==> config.mk <==
export PLATFORM = sky130hd
export DESIGN_NAME = fetch_stage
export DESIGN_NICKNAME = d
export VERILOG_FILES = /design/src/rtl/fetch_stage_pkg.sv /design/src/rtl/fetch_fifo.sv /design/src/rtl/fetch_stage.sv
export SDC_FILE = /design/constraint.sdc
export NUM_CORES = 1
export LEC_CHECK = 0
export ABC_CLOCK_PERIOD_IN_PS = 4500
export BUFFER_PORTS_ARGS = -buffer_cell sky130_fd_sc_hd__buf_2
export CAP_MARGIN = 10
export CORE_MARGIN = 5
export CORE_UTILIZATION = 50
export DETAILED_ROUTE_END_ITERATION = 10
export PLACE_DENSITY = 0.86
export SYNTH_ARGS = -nofsm -noshare
export SYNTH_HDL_FRONTEND = slang
export SYNTH_SLANG_ARGS = --single-unit
export TNS_END_PERCENT = 100
==> constraint.sdc <==
create_clock -name CLK -period 4.5 [get_ports CLK]
set_clock_uncertainty 0.15 [all_clocks]
set_input_delay 0.225 -clock CLK [delete_from_list [all_inputs] [get_ports CLK]]
set_output_delay 0.225 -clock CLK [all_outputs]
set_load 0.1 [all_outputs]
==> src/rtl/fetch_stage_pkg.sv <==
// Shared definitions for the instruction fetch stage.
//   DEFAULT_FIFO_DEPTH : default number of fetched-instruction slots toward decode
//   NOP_INSTR          : instruction presented to decode when nothing is valid
//   ST_*               : fetch FSM state encoding
//   fetch_entry_t      : buffered {address, instruction} pair (64 bits)
package fetch_stage_pkg;

    localparam int          DEFAULT_FIFO_DEPTH = 2;
    localparam logic [31:0] NOP_INSTR          = 32'h00000013;

    localparam logic [1:0] ST_IDLE = 2'd0;  // free to accept a new pcAddr
    localparam logic [1:0] ST_WAIT = 2'd1;  // request outstanding, data wanted
    localparam logic [1:0] ST_DROP = 2'd2;  // request outstanding, data unwanted

    typedef struct packed {
        logic [31:0] addr;
        logic [31:0] data;
    } fetch_entry_t;

endpackage

==> src/rtl/fetch_fifo.sv <==
// In-order buffer of fetched instructions between fetch and decode.
// Ports:
//   clk, rst      : clock, asynchronous active-high reset
//   clear         : empties the buffer at the next edge (wins over push/pop)
//   push, push_entry : write one {addr,data} entry at the tail
//   pop           : retire the head entry
//   head          : current head entry (meaningful only when !empty)
//   count, full, empty : occupancy
module fetch_fifo
    import fetch_stage_pkg::*;
#(
    parameter  int DEPTH = DEFAULT_FIFO_DEPTH,
    localparam int CW    = $clog2(DEPTH + 1),
    localparam int PW    = (DEPTH > 1) ? $clog2(DEPTH) : 1
) (
    input  logic            clk,
    input  logic            rst,
    input  logic            clear,
    input  logic            push,
    input  fetch_entry_t    push_entry,
    input  logic            pop,
    output fetch_entry_t    head,
    output logic [CW-1:0]   count,
    output logic            full,
    output logic            empty
);

    fetch_entry_t  mem_q [DEPTH];
    fetch_entry_t  mem_d [DEPTH];
    logic [PW-1:0] wr_ptr_q, wr_ptr_d;
    logic [PW-1:0] rd_ptr_q, rd_ptr_d;
    logic [CW-1:0] count_q, count_d;
    logic          do_push, do_pop;

    // Pointers wrap explicitly so DEPTH need not be a power of two.
    function automatic logic [PW-1:0] ptr_inc(input logic [PW-1:0] p);
        return (p == PW'(DEPTH - 1)) ? '0 : p + 1'b1;
    endfunction

    assign full    = (count_q == CW'(DEPTH));
    assign empty   = (count_q == '0);
    assign count   = count_q;
    assign head    = mem_q[rd_ptr_q];
    assign do_push = push && !full;
    assign do_pop  = pop && !empty;

    always_comb begin
        mem_d    = mem_q;
        wr_ptr_d = wr_ptr_q;
        rd_ptr_d = rd_ptr_q;
        count_d  = count_q;
        if (clear) begin
            wr_ptr_d = '0;
            rd_ptr_d = '0;
            count_d  = '0;
        end else begin
            if (do_push) begin
                mem_d[wr_ptr_q] = push_entry;
                wr_ptr_d        = ptr_inc(wr_ptr_q);
            end
            if (do_pop) begin
                rd_ptr_d = ptr_inc(rd_ptr_q);
            end
            case ({do_push, do_pop})
                2'b10:   count_d = count_q + 1'b1;
                2'b01:   count_d = count_q - 1'b1;
                default: count_d = count_q;
            endcase
        end
    end

    always_ff @(posedge clk or posedge rst) begin
        if (rst) begin
            for (int i = 0; i < DEPTH; i++) mem_q[i] <= '0;
            wr_ptr_q <= '0;
            rd_ptr_q <= '0;
            count_q  <= '0;
        end else begin
            mem_q    <= mem_d;
            wr_ptr_q <= wr_ptr_d;
            rd_ptr_q <= rd_ptr_d;
            count_q  <= count_d;
        end
    end

endmodule

==> src/rtl/fetch_stage.sv <==
// Instruction fetch stage: takes addresses from the PC block, issues one
// instruction-memory request at a time, and buffers returned words for decode.
// Ports:
//   CLK, Reset          : clock, asynchronous active-high reset
//   pcAddr / pcHold     : fetch address in; hold request back to the PC block
//   flush               : redirect; drops buffered and in-flight instructions
//   memReq/memAddr      : request to instruction memory (word aligned)
//   memAck/memRdata     : memory response
//   decReady            : decode consumes the head entry
//   instr/instrAddr/instrValid : head entry toward decode
//   misaligned          : last accepted pcAddr had nonzero low bits
module fetch_stage
    import fetch_stage_pkg::*;
#(
    parameter  int FIFO_DEPTH = DEFAULT_FIFO_DEPTH,
    localparam int CW         = $clog2(FIFO_DEPTH + 1)
) (
    input  logic        CLK,
    input  logic        Reset,
    input  logic [31:0] pcAddr,
    output logic        pcHold,
    input  logic        flush,
    output logic        memReq,
    output logic [31:0] memAddr,
    input  logic        memAck,
    input  logic [31:0] memRdata,
    input  logic        decReady,
    output logic [31:0] instr,
    output logic [31:0] instrAddr,
    output logic        instrValid,
    output logic        misaligned
);

    logic [1:0]    state_q, state_d;
    logic [31:0]   req_addr_q, req_addr_d;
    logic          mem_req_q, mem_req_d;
    logic          misaligned_q, misaligned_d;

    logic          accept;
    logic          fifo_push, fifo_pop;
    logic          fifo_full, fifo_empty;
    logic [CW-1:0] fifo_count;
    fetch_entry_t  fifo_head, fifo_in;

    // Only IDLE can accept, so there is never more than one request in flight
    // and a free slot at accept time is guaranteed to still be free at push.
    assign accept = (state_q == ST_IDLE) && (fifo_count < CW'(FIFO_DEPTH)) && !flush;
    assign pcHold = !accept;

    always_comb begin
        state_d      = state_q;
        req_addr_d   = req_addr_q;
        mem_req_d    = mem_req_q;
        misaligned_d = misaligned_q;
        fifo_push    = 1'b0;
        case (state_q)
            ST_IDLE: begin
                if (accept) begin
                    req_addr_d   = pcAddr;
                    mem_req_d    = 1'b1;
                    misaligned_d = |pcAddr[1:0];
                    state_d      = ST_WAIT;
                end
            end
            ST_WAIT: begin
                if (memAck) begin
                    fifo_push = !flush && !fifo_full;
                    mem_req_d = 1'b0;
                    state_d   = ST_IDLE;
                end else if (flush) begin
                    // Memory protocol forbids withdrawing memReq; sink the ack later.
                    state_d = ST_DROP;
                end
            end
            ST_DROP: begin
                if (memAck) begin
                    mem_req_d = 1'b0;
                    state_d   = ST_IDLE;
                end
            end
            default: begin
                mem_req_d = 1'b0;
                state_d   = ST_IDLE;
            end
        endcase
    end

    always_ff @(posedge CLK or posedge Reset) begin
        if (Reset) begin
            state_q      <= ST_IDLE;
            req_addr_q   <= '0;
            mem_req_q    <= 1'b0;
            misaligned_q <= 1'b0;
        end else begin
            state_q      <= state_d;
            req_addr_q   <= req_addr_d;
            mem_req_q    <= mem_req_d;
            misaligned_q <= misaligned_d;
        end
    end

    assign memReq     = mem_req_q;
    assign memAddr    = {req_addr_q[31:2], 2'b00};
    assign misaligned = misaligned_q;

    assign fifo_in.addr = req_addr_q;
    assign fifo_in.data = memRdata;
    // A flush empties the buffer this edge, so a concurrent pop is meaningless.
    assign fifo_pop     = !fifo_empty && decReady && !flush;

    fetch_fifo #(.DEPTH(FIFO_DEPTH)) u_fifo (
        .clk        (CLK),
        .rst        (Reset),
        .clear      (flush),
        .push       (fifo_push),
        .push_entry (fifo_in),
        .pop        (fifo_pop),
        .head       (fifo_head),
        .count      (fifo_count),
        .full       (fifo_full),
        .empty      (fifo_empty)
    );

    assign instrValid = !fifo_empty;
    assign instr      = fifo_empty ? NOP_INSTR : fifo_head.data;
    assign instrAddr  = fifo_empty ? 32'h0 : fifo_head.addr;

endmodule

==> results of run 1 <==
==> synthesized netlist by cell type, types with 2 or more instances <==
master / n
nand2_1: 7
mux2i_1: 64
buf_12: 6
o21ai_0: 6
mux2_4: 60
nor2_1: 65
clkbuf_1: 8
nand2b_1: 2
buf_6: 2
buf_4: 32
nor4b_1: 2
nand3b_1: 2
or3_1: 2
mux2_2: 100
a21oi_1: 5
a31oi_1: 3
buf_2: 15
dfrtp_1: 168
inv_1: 7
buf_1: 2
ha_1: 4
==> layout make-up <==
class | instances | area [um2]
Sequential cell | 168 | 4210
Tap cell | 216 | 270
Timing Repair Buffer | 242 | 1580
Clock buffer | 19 | 443
Fill cell | 1181 | 5830
Clock inverter | 13 | 156
Inverter | 7 | 30.0
Multi-Input combinational cell | 336 | 3250
==> routing by layer <==
layer | vias to the layer above | wire length, um | global-route usage (%)
li1 | 2349 | - | -
met1 | 2577 | 7350 | 24.1
met2 | 149 | 8860 | 33.5
met3 | 16 | 1070 | 5.63
met4 | 0 | 186 | 5.38
met5 | - | 0 | 0
==> worst max-delay path: stages (launching register included) <==
cell and delay [ps]:
dfrtp_1 390, inv_1 140, ha_1 270, nor3b_4 540, buf_4 450, inv_1 90, buf_2 300
==> sequential cells by signal (all words and copies together), names as in the netlist <==
name / count
u_fifo.wr_ptr_q: 1
misaligned: 1
state_q: 2
req_addr_q: 32
u_fifo.rd_ptr_q: 1
memReq: 1
u_fifo.mem_q: 128
u_fifo.count: 2
==> worst max-delay path by stage <==
stage | to | slack [ps] | cells past startpoint
after floorplan | instrAddr[10] | 1730 | 4
after global placement | u_fifo.mem_q[93] | 1750 | 6
after detailed placement | u_fifo.mem_q[93] | 1670 | 6
after CTS | pcHold | 1420 | 6
after global routing | pcHold | 1290 | 6
final | pcHold | 1490 | 6
==> cells by family after synthesis <==
family / after synthesis
AND/OR/NAND/NOR: 88
AO/OA/AOI/OAI: 17
buffers and inverters: 72
flip-flops: 168
adder cells (fa/ha/maj): 4
multiplexers: 224
other: 1
XOR/XNOR: 1
==> per-stage QoR <==
step,utilization (%),hold WS [ps],area [um2],power [mW],cells
final,63.0,73.6,9940,8.05,1001
after global routing,63.0,90.3,9940,8.44,1001
after CTS,63.0,51.6,9940,8.08,1001
after detailed placement,54.9,310,8660,6.52,901
after global placement,54.9,308,8660,6.40,901
after floorplan,-,224,7960,6.12,576
==> power by group through the flow <==
stage | logic [mW] | clock network [mW] | registers [mW]
2_1_floorplan | 3.48 | 0 | 2.63
3_3_place_gp | 3.71 | 0 | 2.70
3_5_place_dp | 3.79 | 0 | 2.74
4_1_cts | 3.84 | 1.51 | 2.73
5_1_grt | 4.03 | 1.58 | 2.84
6_report | 3.84 | 1.48 | 2.74
==> repair_timing <==
action / CTS / global route
hold endpoints to repair: 218 / 0
hold buffers: 68 / 0
endpoints found under the setup margin: 0 / 0
==> metrics.md, run 1 <==
| Metric | Value |
|---|---|
| Run status | complete, no violations |
| Setup_tns | 0 ps |
| CTS tree | built |
| Power share of the clock group | 18.3% |
| Mean post-synth cell area | 13.8 um2 |
| Worst Path Max Fanout | 27 |
| Core area | 15800 um2 |
| Worst reg2reg setup slack | 1680 ps |
| P_leak | 4.78 nW |
| Layout cell share with drive strength beyond 1 | 47.5% |
| Max-cap violations | 0 |
| I/O pin count | 169 |
| R2r worst-path depth | 6 |
| Logic pwr share | 47.6% |
| Pwr per Cell Area | 810 nW/um2 |
| WP data required | 4120 ps |
| Final Hold Vio Count | 0 |
| Clk slew on worst S/H paths | 70 ps |
| Power share of the sequential group | 34.0% |
| Largest net degree at the start of global routing | 169 |
| Average wire per standard cell | 17.5 um |
| Top cell type's share of synthesized area | 52.9% |
| Post-Synth XOR/XNOR Area | 0.110% |
| Synth Flop Type | dfrtp_1 |
| Largest cells by area after synthesis | dfrtp_1, mux2_2, mux2_4 |
| Unrepaired setup endpoints after global routing | no |
| Vias per inst | 5.09 |
| Final nets | 845 |
| First-pass GRT wire length | 28500 um |
| Synth Register Bits | 168 |
| N_diodes | 0 |
| EDFF count, synth | 0 |
| Slew @ Worst Pin | 935 ps |
| Gpl congestion | 0.707 |
| Die area | 18500 um2 |
| Total GRT Usage | 19.5% |
| Initial antenna violation count | 0 |
| Commonest non-fill, non-tap cell in the layout | dfrtp_1 |
| WS Path Type | reg -> out |
| Die height | 136 um |
| Area growth from synthesis to layout | 25.0% |
| Relative slew slack | 37.7% |
| Critical Path Sink Type | primary output |
| Synth unique cells | 34 |
| IO buf count | 166 |
| Peak VDD IR | 826 uV |
| Launching element type of the critical path | flop |
| Crit path DAT | 2630 ps |
| GRT overflow | 0 |
| Hold/Removal Path Class | in -> reg |
| CP Launch Point | state_q[0] |
| Die width | 136 um |
| Min Tclk post-route | 3010 ps |
| Via count | 5091 |
| Multiplexer share of the synthesized area | 33.5% |
| Pre-CTS setup slack | 1670 ps |
| Final setup fails | 0 |
| CTS buffer count | 17 |
| Setup Fix Bufs, Post-CTS | 0 |
| Clk_lat worst skew | 420 ps |
| Compound-Gate Fraction of Synth Area | 1.23% |
| Post-synthesis sequential area ratio | 52.9% |
| Adder-Cell Fraction of Synth Area | 0.629% |
| Asr flop ratio synth | 100% |
| Fmax | 0.332 GHz |
| Most frequent cells in the layout | dfrtp_1, buf_2, mux2_2 |
| Simple-gate area share of the yosys netlist | 5.02% |
| DRC | 0 |
| Deepest clock path buffer count | 2 |
| CTS root buf | clkbuf_16 |
| WHS Endpoint | memReq |
| Netlist area before placement | 7950 um2 |
| Post-DP HPWL | 10200 um |
| Yosys top cell by area | dfrtp_1 |
| Starting density of the core | 50.4% |
| Largest family of logic cells by synthesized area | multiplexers |
| Final worst-path cycle share | 66.9% |
| YS warnings | 0 |
| Drt first pass iters | 4 |
| Post-DRT Antenna Nets | 0 |
| Max-slew violations | 0 |
| Vias in the first global route | 5611 |
| Routed WL | 17500 um |
| Net Sw Frac | 46.3% |
| CTS sink cnt | 168 |
| Post-CTS Resized | 0 |
| Cells after Synth | 575 |
| Setup ws final | 1490 ps |
| Hold path depth | 3 |
| Hold Crit Start | memAck |
| Std-Cell Rows | 46 |
| Worst R2R Start | state_q[1] |
| DR iter-0 viols | 147 |
| H-tree depth | 4 |
| Int Power | 4.32 mW |
| Switching power | 3.73 mW |
| Reg-to-reg endpoint | u_fifo.mem_q[93] |
Power figures use the tool's default switching activity.
==> run 2: changes to the inputs <==
--- a/config.mk
+++ b/config.mk
@@ -5,13 +5,14 @@
 export SDC_FILE = /design/constraint.sdc
 export NUM_CORES = 1
 export LEC_CHECK = 0
-export ABC_CLOCK_PERIOD_IN_PS = 4500
+export ABC_AREA = 1
+export ABC_CLOCK_PERIOD_IN_PS = 2750
 export BUFFER_PORTS_ARGS = -buffer_cell sky130_fd_sc_hd__buf_2
 export CAP_MARGIN = 10
 export CORE_MARGIN = 5
-export CORE_UTILIZATION = 50
+export CORE_UTILIZATION = 49
 export DETAILED_ROUTE_END_ITERATION = 10
-export PLACE_DENSITY = 0.86
+export PLACE_DENSITY = 0.85
 export SYNTH_ARGS = -nofsm -noshare
 export SYNTH_HDL_FRONTEND = slang
 export SYNTH_SLANG_ARGS = --single-unit
==> constraint.sdc (replaced) <==
create_clock -name CLK -period 2.75 [get_ports CLK]
set_clock_uncertainty 0.15 [all_clocks]
set_input_delay 0.1375 -clock CLK [delete_from_list [all_inputs] [get_ports CLK]]
set_output_delay 0.1375 -clock CLK [all_outputs]
set_load 0.1 [all_outputs]
==> run 2 against run 1 <==
Against the previous run: first-iteration DRC count rose to 2.9 times the previous value; register-to-register slack got worse by 1400 ps; power rose by 71%; via count rose by 31%; synthesized area fell by 3.3%; sequential power rose by 49%; routed wire length rose by 16%; combinational power rose by 87%; critical endpoint is now u_fifo.mem_q[100].
==> metrics.md, run 2 <==
| Metric | Value |
|---|---|
| Total GRT Usage | 22.9% (was 19.5%) |
| Starting density of the core | 50.2% (was 50.4%) |
| Worst Path Max Fanout | 66 (was 27) |
| YS warnings | 0 (unchanged) |
| CTS root buf | clkbuf_16 (unchanged) |
| Slew @ Worst Pin | 927 ps (was 935 ps) |
| Launching element type of the critical path | flop (unchanged) |
| CTS sink cnt | 168 (unchanged) |
| Initial antenna violation count | 1 (was 0) |
| Yosys top cell by area | dfrtp_1 (unchanged) |
| Core area | 15300 um2 (was 15800 um2) |
| Relative slew slack | 38.2% (was 37.7%) |
| Regs by FF count | u_fifo.mem_q: 128 flops, req_addr_q: 32 flops (unchanged) |
| Worst hold slack | 253 ps (was 73.6 ps) |
| Max reg flops | 128 (unchanged) |
| Top cell type's share of synthesized area | 54.7% (was 52.9%) |
| Setup_tns | 0 ps (unchanged) |
| Register bank with the most flops | u_fifo.mem_q (unchanged) |
| Commonest non-fill, non-tap cell in the layout | nand2_1 (was dfrtp_1) |
| Peak VDD IR | 1030 uV (was 826 uV) |
| WP data required | 2930 ps (was 4120 ps) |
| WS Path Type | reg -> reg (was reg -> out) |
| Hold/Removal Path Class | in -> async (was in -> reg) |
| Vias per inst | 5.13 (was 5.09) |
| DR iter-0 viols | 424 (was 147) |
| Final Hold Vio Count | 0 (unchanged) |
| Most frequent cells in the layout | nand2_1, dfrtp_1, buf_2 (was dfrtp_1, buf_2, mux2_2) |
| Cells after Synth | 893 (was 575) |
| Synth unique cells | 22 (was 34) |
| Filler cell count | 1079 (was 1181) |
| Run status | complete, no violations (unchanged) |
| Area growth from synthesis to layout | 36.9% (was 25.0%) |
| Routed WL | 20300 um (was 17500 um) |
| Post-DRT Antenna Nets | 0 (unchanged) |
| Drt first pass iters | 5 (was 4) |
| Die area | 18300 um2 (was 18500 um2) |
| EDFF count, synth | 0 (unchanged) |
| Fmax | 0.411 GHz |
| Worst reg2reg setup slack | 320 ps (was 1680 ps) |
| Commonest cells in the synthesized netlist | nand2_1, dfrtp_1, o21ai_0 (was dfrtp_1, mux2_2, nor2_1) |
| Post-DP HPWL | 12100 um (was 10200 um) |
| First-pass GRT wire length | 33600 um (was 28500 um) |
| Netlist area before placement | 7690 um2 (was 7950 um2) |
| Gpl congestion | 0.776 (was 0.707) |
| Unrepaired setup endpoints after global routing | no (unchanged) |
| Final setup fails | 0 (unchanged) |
| DRC | 0 (unchanged) |
| Critical Path Sink Type | flop (was primary output) |
| CTS tree | built (unchanged) |
| Tot Pwr | 13.8 mW (was 8.05 mW) |
| Synth Register Bits | 168 (unchanged) |
| Synth Flop Type | dfrtp_1 (unchanged) |
| Crit path DAT | 2620 ps (was 2630 ps) |
| I/O pin count | 169 (unchanged) |
| Multi-input combinational cell area | 2810 um2 (was 3250 um2) |
| Std-Cell Rows | 45 (was 46) |
| CTS buffer count | 17 (unchanged) |
| R2r worst-path depth | 9 (was 6) |
| Max-slew violations | 0 (unchanged) |
| Die height | 135 um (was 136 um) |
| Min Tclk post-route | 2430 ps |
| Vias in the first global route | 6710 (was 5611) |
| Deepest clock path buffer count | 2 (unchanged) |
| Clk_lat worst skew | 420 ps (about the same) |
| Largest cells by area after synthesis | dfrtp_1, nand2_1, o21ai_0 (was dfrtp_1, mux2_2, mux2_4) |
| Layout cell share with drive strength beyond 1 | 28.8% (was 47.5%) |
| Final Util | 68.8% (was 63.0%) |
| P_leak | 5.06 nW (was 4.78 nW) |
| Die width | 135 um (was 136 um) |
| H-tree depth | 4 (unchanged) |
| Asr flop ratio synth | 100% (unchanged) |
| Final nets | 1150 (was 845) |
| Most common cell in the netlist | nand2_1 (was dfrtp_1) |
| Average wire per standard cell | 15.6 um (was 17.5 um) |
| GRT overflow | 0 (unchanged) |
| IO buf count | 166 (unchanged) |
| Register Area | 4210 um2 (about the same) |
| Pwr per Cell Area | 1310 nW/um2 (was 810 nW/um2) |
| Via count | 6680 (was 5091) |
| Mean post-synth cell area | 8.61 um2 (was 13.8 um2) |
| Clk slew on worst S/H paths | 60 ps (was 70 ps) |
| Post-synthesis sequential area ratio | 54.7% (was 52.9%) |
| Max-cap violations | 0 (unchanged) |
| Final worst-path cycle share | 88.5% |
| Largest net degree at the start of global routing | 129 (was 169) |
run 2: cell types whose count changed in the layout (fill, tap and decap cells not counted), sizes merged, moves of 8 or more:
cell   previous run  this run
nand2             7       305
nor2             65         8
nand3             1        12
a21oi             5        63
mux2i            64         0
buf             174       182
mux2            160         0
inv              12        78
o21ai             6       165
run 2: final cells by class:
type / count / area share [%]
Inverter: 78 / 2.82
Timing Repair Buffer: 250 / 22.1
Tap cell: 211 / 2.51
Clock buffer: 22 / 4.60
Multi-Input combinational cell: 562 / 26.7
Sequential cell: 168 / 39.9
Clock inverter: 10 / 1.34
Antenna cell: 1 / 0.0238
run 2: cells by family after synthesis:
logic type	Yosys count	share of synthesized area, %
and+or+nand+nor	328	16.4
AOI/OAI and AO/OA	228	17.3
DFF	168	54.7
buffers and inverters	164	11.0
adders and majority gates	4	0.651
other	1	0.0487
run 2: worst max-delay path: stages, from the launching register on:
cell and delay [ps]:
dfrtp_1 370, inv_1 90, ha_1 220, inv_1 60
nor2_1 50, nand3_2 80, or2_4 730, buf_4 390
nand2_1 80, o21ai_1 100
run 2: power breakdown:
group / leakage, nW / switching (mW) / internal, mW
combinational: 2.60 / 5.45 / 1.75
clock: 0.303 / 0.965 / 1.53
sequential: 2.15 / 0.577 / 3.50
run 2: metrics by stage:
stage,setup WS [ps],area (um2),std cells
4_1_cts,311,10500,1301
3_3_place_gp,460,9220,1201
2_1_floorplan,26.0,7850,894
3_5_place_dp,353,9220,1201
5_1_grt,129,10500,1302
6_report,315,10500,1302
run 2: timing repair:
item	4_1_cts	5_1_grt
hold endpoints to repair	271	0
setup buffers	0	0
gates resized for setup	0	0
hold buffers	68	0
run 2: path summary, 6_finish.rpt:
path | startpoint | to
max in group asynchronous | Reset | req_addr_q[27]
min in group CLK | pcAddr[27] | req_addr_q[27]
min | Reset | u_fifo.mem_q[34]
max | state_q[1] | u_fifo.mem_q[100]
max reg2reg | state_q[1] | u_fifo.mem_q[100]
min reg2reg | u_fifo.mem_q[66] | u_fifo.mem_q[66]
run 2: routing by layer:
metal | up-vias | global-route usage [%] | wire [um] | share of wire (%)
met1 | 3211 | 28.4 | 8240 | 41
li1 | 3171 | - | - | -
met5 | - | 0 | 0 | 0
met2 | 257 | 39.1 | 10200 | 50
met3 | 41 | 5.68 | 1350 | 6.7
met4 | 0 | 8.06 | 491 | 2.4
==> run 3: changes to the inputs <==
--- a/config.mk
+++ b/config.mk
@@ -6,7 +6,7 @@
 export NUM_CORES = 1
 export LEC_CHECK = 0
 export ABC_AREA = 1
-export ABC_CLOCK_PERIOD_IN_PS = 2750
+export ABC_CLOCK_PERIOD_IN_PS = 2050
 export BUFFER_PORTS_ARGS = -buffer_cell sky130_fd_sc_hd__buf_2
 export CAP_MARGIN = 10
 export CORE_MARGIN = 5
==> constraint.sdc (replaced) <==
create_clock -name CLK -period 2.05 [get_ports CLK]
set_clock_uncertainty 0.15 [all_clocks]
set_input_delay 0.1025 -clock CLK [delete_from_list [all_inputs] [get_ports CLK]]
set_output_delay 0.1025 -clock CLK [all_outputs]
set_load 0.1 [all_outputs]
==> run 3 against run 2 <==
Against the previous run: design area up 12%; critical path depth is 4 lower; combinational power increased by 54%; sequential cell count unchanged; first-iteration DRC count up 26%; sequential share of layout area shrank 4.1 points; routed wire length increased by 13%; sequential power grew 34%.
==> metrics.md, run 3 (same netlist as run 2, synthesis figures left out) <==
| Metric | Value |
|---|---|
| Run status | complete, no violations (unchanged) |
| Power share of the clock group | 16.6% (was 18.1%) |
| DRC | 0 (unchanged) |
| IO buf count | 166 (unchanged) |
| Vias per inst | 5.33 (was 5.13) |
| Die height | 135 um (unchanged) |
| Most frequent cells in the layout | nand2_1, dfrtp_1, buf_2 (unchanged) |
| WS Path Type | reg -> out (was reg -> reg) |
| Initial antenna violation count | 0 (was 1) |
| Core area | 15300 um2 (unchanged) |
| Die area | 18300 um2 (unchanged) |
| Fmax | 0.501 GHz |
| Min Tclk post-route | 2000 ps |
| Final setup fails | 0 (unchanged) |
| Final nets | 1164 (was 1150) |
| N_diodes | 0 (was 1) |
| Critical Path Sink Type | primary output (was flop) |
| H-tree depth | 4 (unchanged) |
| Via count | 7011 (was 6680) |
| Peak VDD IR | 1220 uV (was 1030 uV) |
| Final worst-path cycle share | 97.4% |
| Largest net degree at the start of global routing | 85 (was 129) |
| Total GRT Usage | 24.2% (was 22.9%) |
| Die width | 135 um (unchanged) |
| Max reg flops | 128 (unchanged) |
| CTS root buf | clkbuf_16 (unchanged) |
| Tot Pwr | 19.9 mW (was 13.8 mW) |
| First-pass GRT wire length | 35400 um (was 33600 um) |
| CTS sink cnt | 168 (unchanged) |
| Max-slew violations | 0 (unchanged) |
| Gpl congestion | 0.804 (was 0.776) |
| DR iter-0 viols | 536 (was 424) |
| Average wire per standard cell | 17.4 um (was 15.6 um) |
| Worst Path Max Fanout | 7 (was 66) |
| Launching element type of the critical path | flop (unchanged) |
| Routed WL | 22800 um (was 20300 um) |
| Net Sw Frac | 50.6% (was 50.8%) |
| P_leak | 5.32 nW (was 5.06 nW) |
| Post-DRT Antenna Nets | 0 (unchanged) |
| Layout cell share with drive strength beyond 1 | 32.3% (was 28.8%) |
| Area growth from synthesis to layout | 52.8% (was 36.9%) |
| Power share of the sequential group | 27.6% (was 29.6%) |
| Register bank with the most flops | u_fifo.mem_q (unchanged) |
| GRT overflow | 0 (unchanged) |
| CTS tree | built (unchanged) |
| Final Util | 76.8% (was 68.8%) |
| Hold/Removal Path Class | in -> reg (was in -> async) |
| Final Hold Vio Count | 0 (unchanged) |
| Worst reg2reg setup slack | 120 ps (was 320 ps) |
| Regs by FF count | u_fifo.mem_q: 128 flops, req_addr_q: 32 flops (unchanged) |
| Pwr per Cell Area | 1690 nW/um2 (was 1310 nW/um2) |
| Drt first pass iters | 7 (was 5) |
| Switching power | 10.1 mW (was 6.99 mW) |
| Clk_lat worst skew | 430 ps (was 420 ps) |
| Int Power | 9.80 mW (was 6.78 mW) |
| WP data required | 1800 ps (was 2930 ps) |
| Clk slew on worst S/H paths | 60 ps (about the same) |
| Starting density of the core | 50.2% (unchanged) |
| Post-DP HPWL | 12500 um (was 12100 um) |
| CTS buffer count | 17 (unchanged) |
| Deepest clock path buffer count | 2 (unchanged) |
| Crit path DAT | 1740 ps (was 2620 ps) |
| Max-cap violations | 0 (unchanged) |
| Std-Cell Rows | 45 (unchanged) |
| Commonest non-fill, non-tap cell in the layout | nand2_1 (unchanged) |
| Vias in the first global route | 7174 (was 6710) |
| Logic pwr share | 55.9% (was 52.3%) |
| I/O pin count | 169 (unchanged) |
## run 3: final timing paths
path,start,end,cells past startpoint
setup / recovery,u_fifo.count[1],instr[0],5
hold / removal,pcAddr[21],req_addr_q[21],4
setup reg to reg,state_q[1],u_fifo.mem_q[83],9
hold reg to reg,u_fifo.mem_q[80],u_fifo.mem_q[80],2
max in group asynchronous,Reset,u_fifo.mem_q[53],5
min in group asynchronous,Reset,u_fifo.mem_q[22],4
## run 3: area by class of cell
cell class / instances / area [um2]
inverters: 78 / 300
flip-flops and latches: 168 / 4210
clock buffers: 21 / 460
repair buffers: 263 / 2960
clock inverters: 11 / 146
well taps: 211 / 264
fillers: 862 / 3560
multi-input cells: 563 / 3410
## run 3: critical path: stages (launching register included)
cell	delay, ps
dfrtp_2	440
nor2_4	200
buf_12	180
clkinvlp_4	190
nand3_4	130
buf_12	170
## run 3: layer usage
metal,up-vias,global-route usage [%],part of all wire [%],wire length [um]
met1,3421,29.1,39,8990
met3,53,7.02,7.4,1690
met2,326,41.0,51,11600
met5,-,0,0,0
li1,3211,-,-,-
met4,0,9.97,2.2,511
## run 3: power by group through the flow
stage               sequential [mW]  combinational (mW)  clock (mW)
floorplan                      5.42                8.43           0
global placement               5.39                10.5           0
detailed placement             5.46                10.7           0
CTS                            5.43                10.9        3.32
global route                   5.63                11.6        3.48
finish                         5.48                11.1        3.29
## run 3: what timing repair did
item	CTS	global route
setup buffers	0	3
endpoints found under the setup margin	35	125
gates resized for setup	5	11
cloned	0	7
hold endpoints to repair	272	0
pin swaps	0	4
hold buffers	69	0
## run 3: metrics by stage
stage / cells / setup WS, ps / hold WS (ps) / area (um2) / TNS, ps
after floorplan: 894 / -343 / 73.5 / 8460 / -57660
after global placement: 1204 / 199 / -117 / 10200 / 0
after detailed placement: 1204 / 68.4 / -119 / 10200 / 0
after CTS: 1305 / 13.8 / 241 / 11600 / 0
after global routing: 1315 / -9.09 / 279 / 11800 / -15.6
final: 1315 / 53.3 / 265 / 11800 / 0
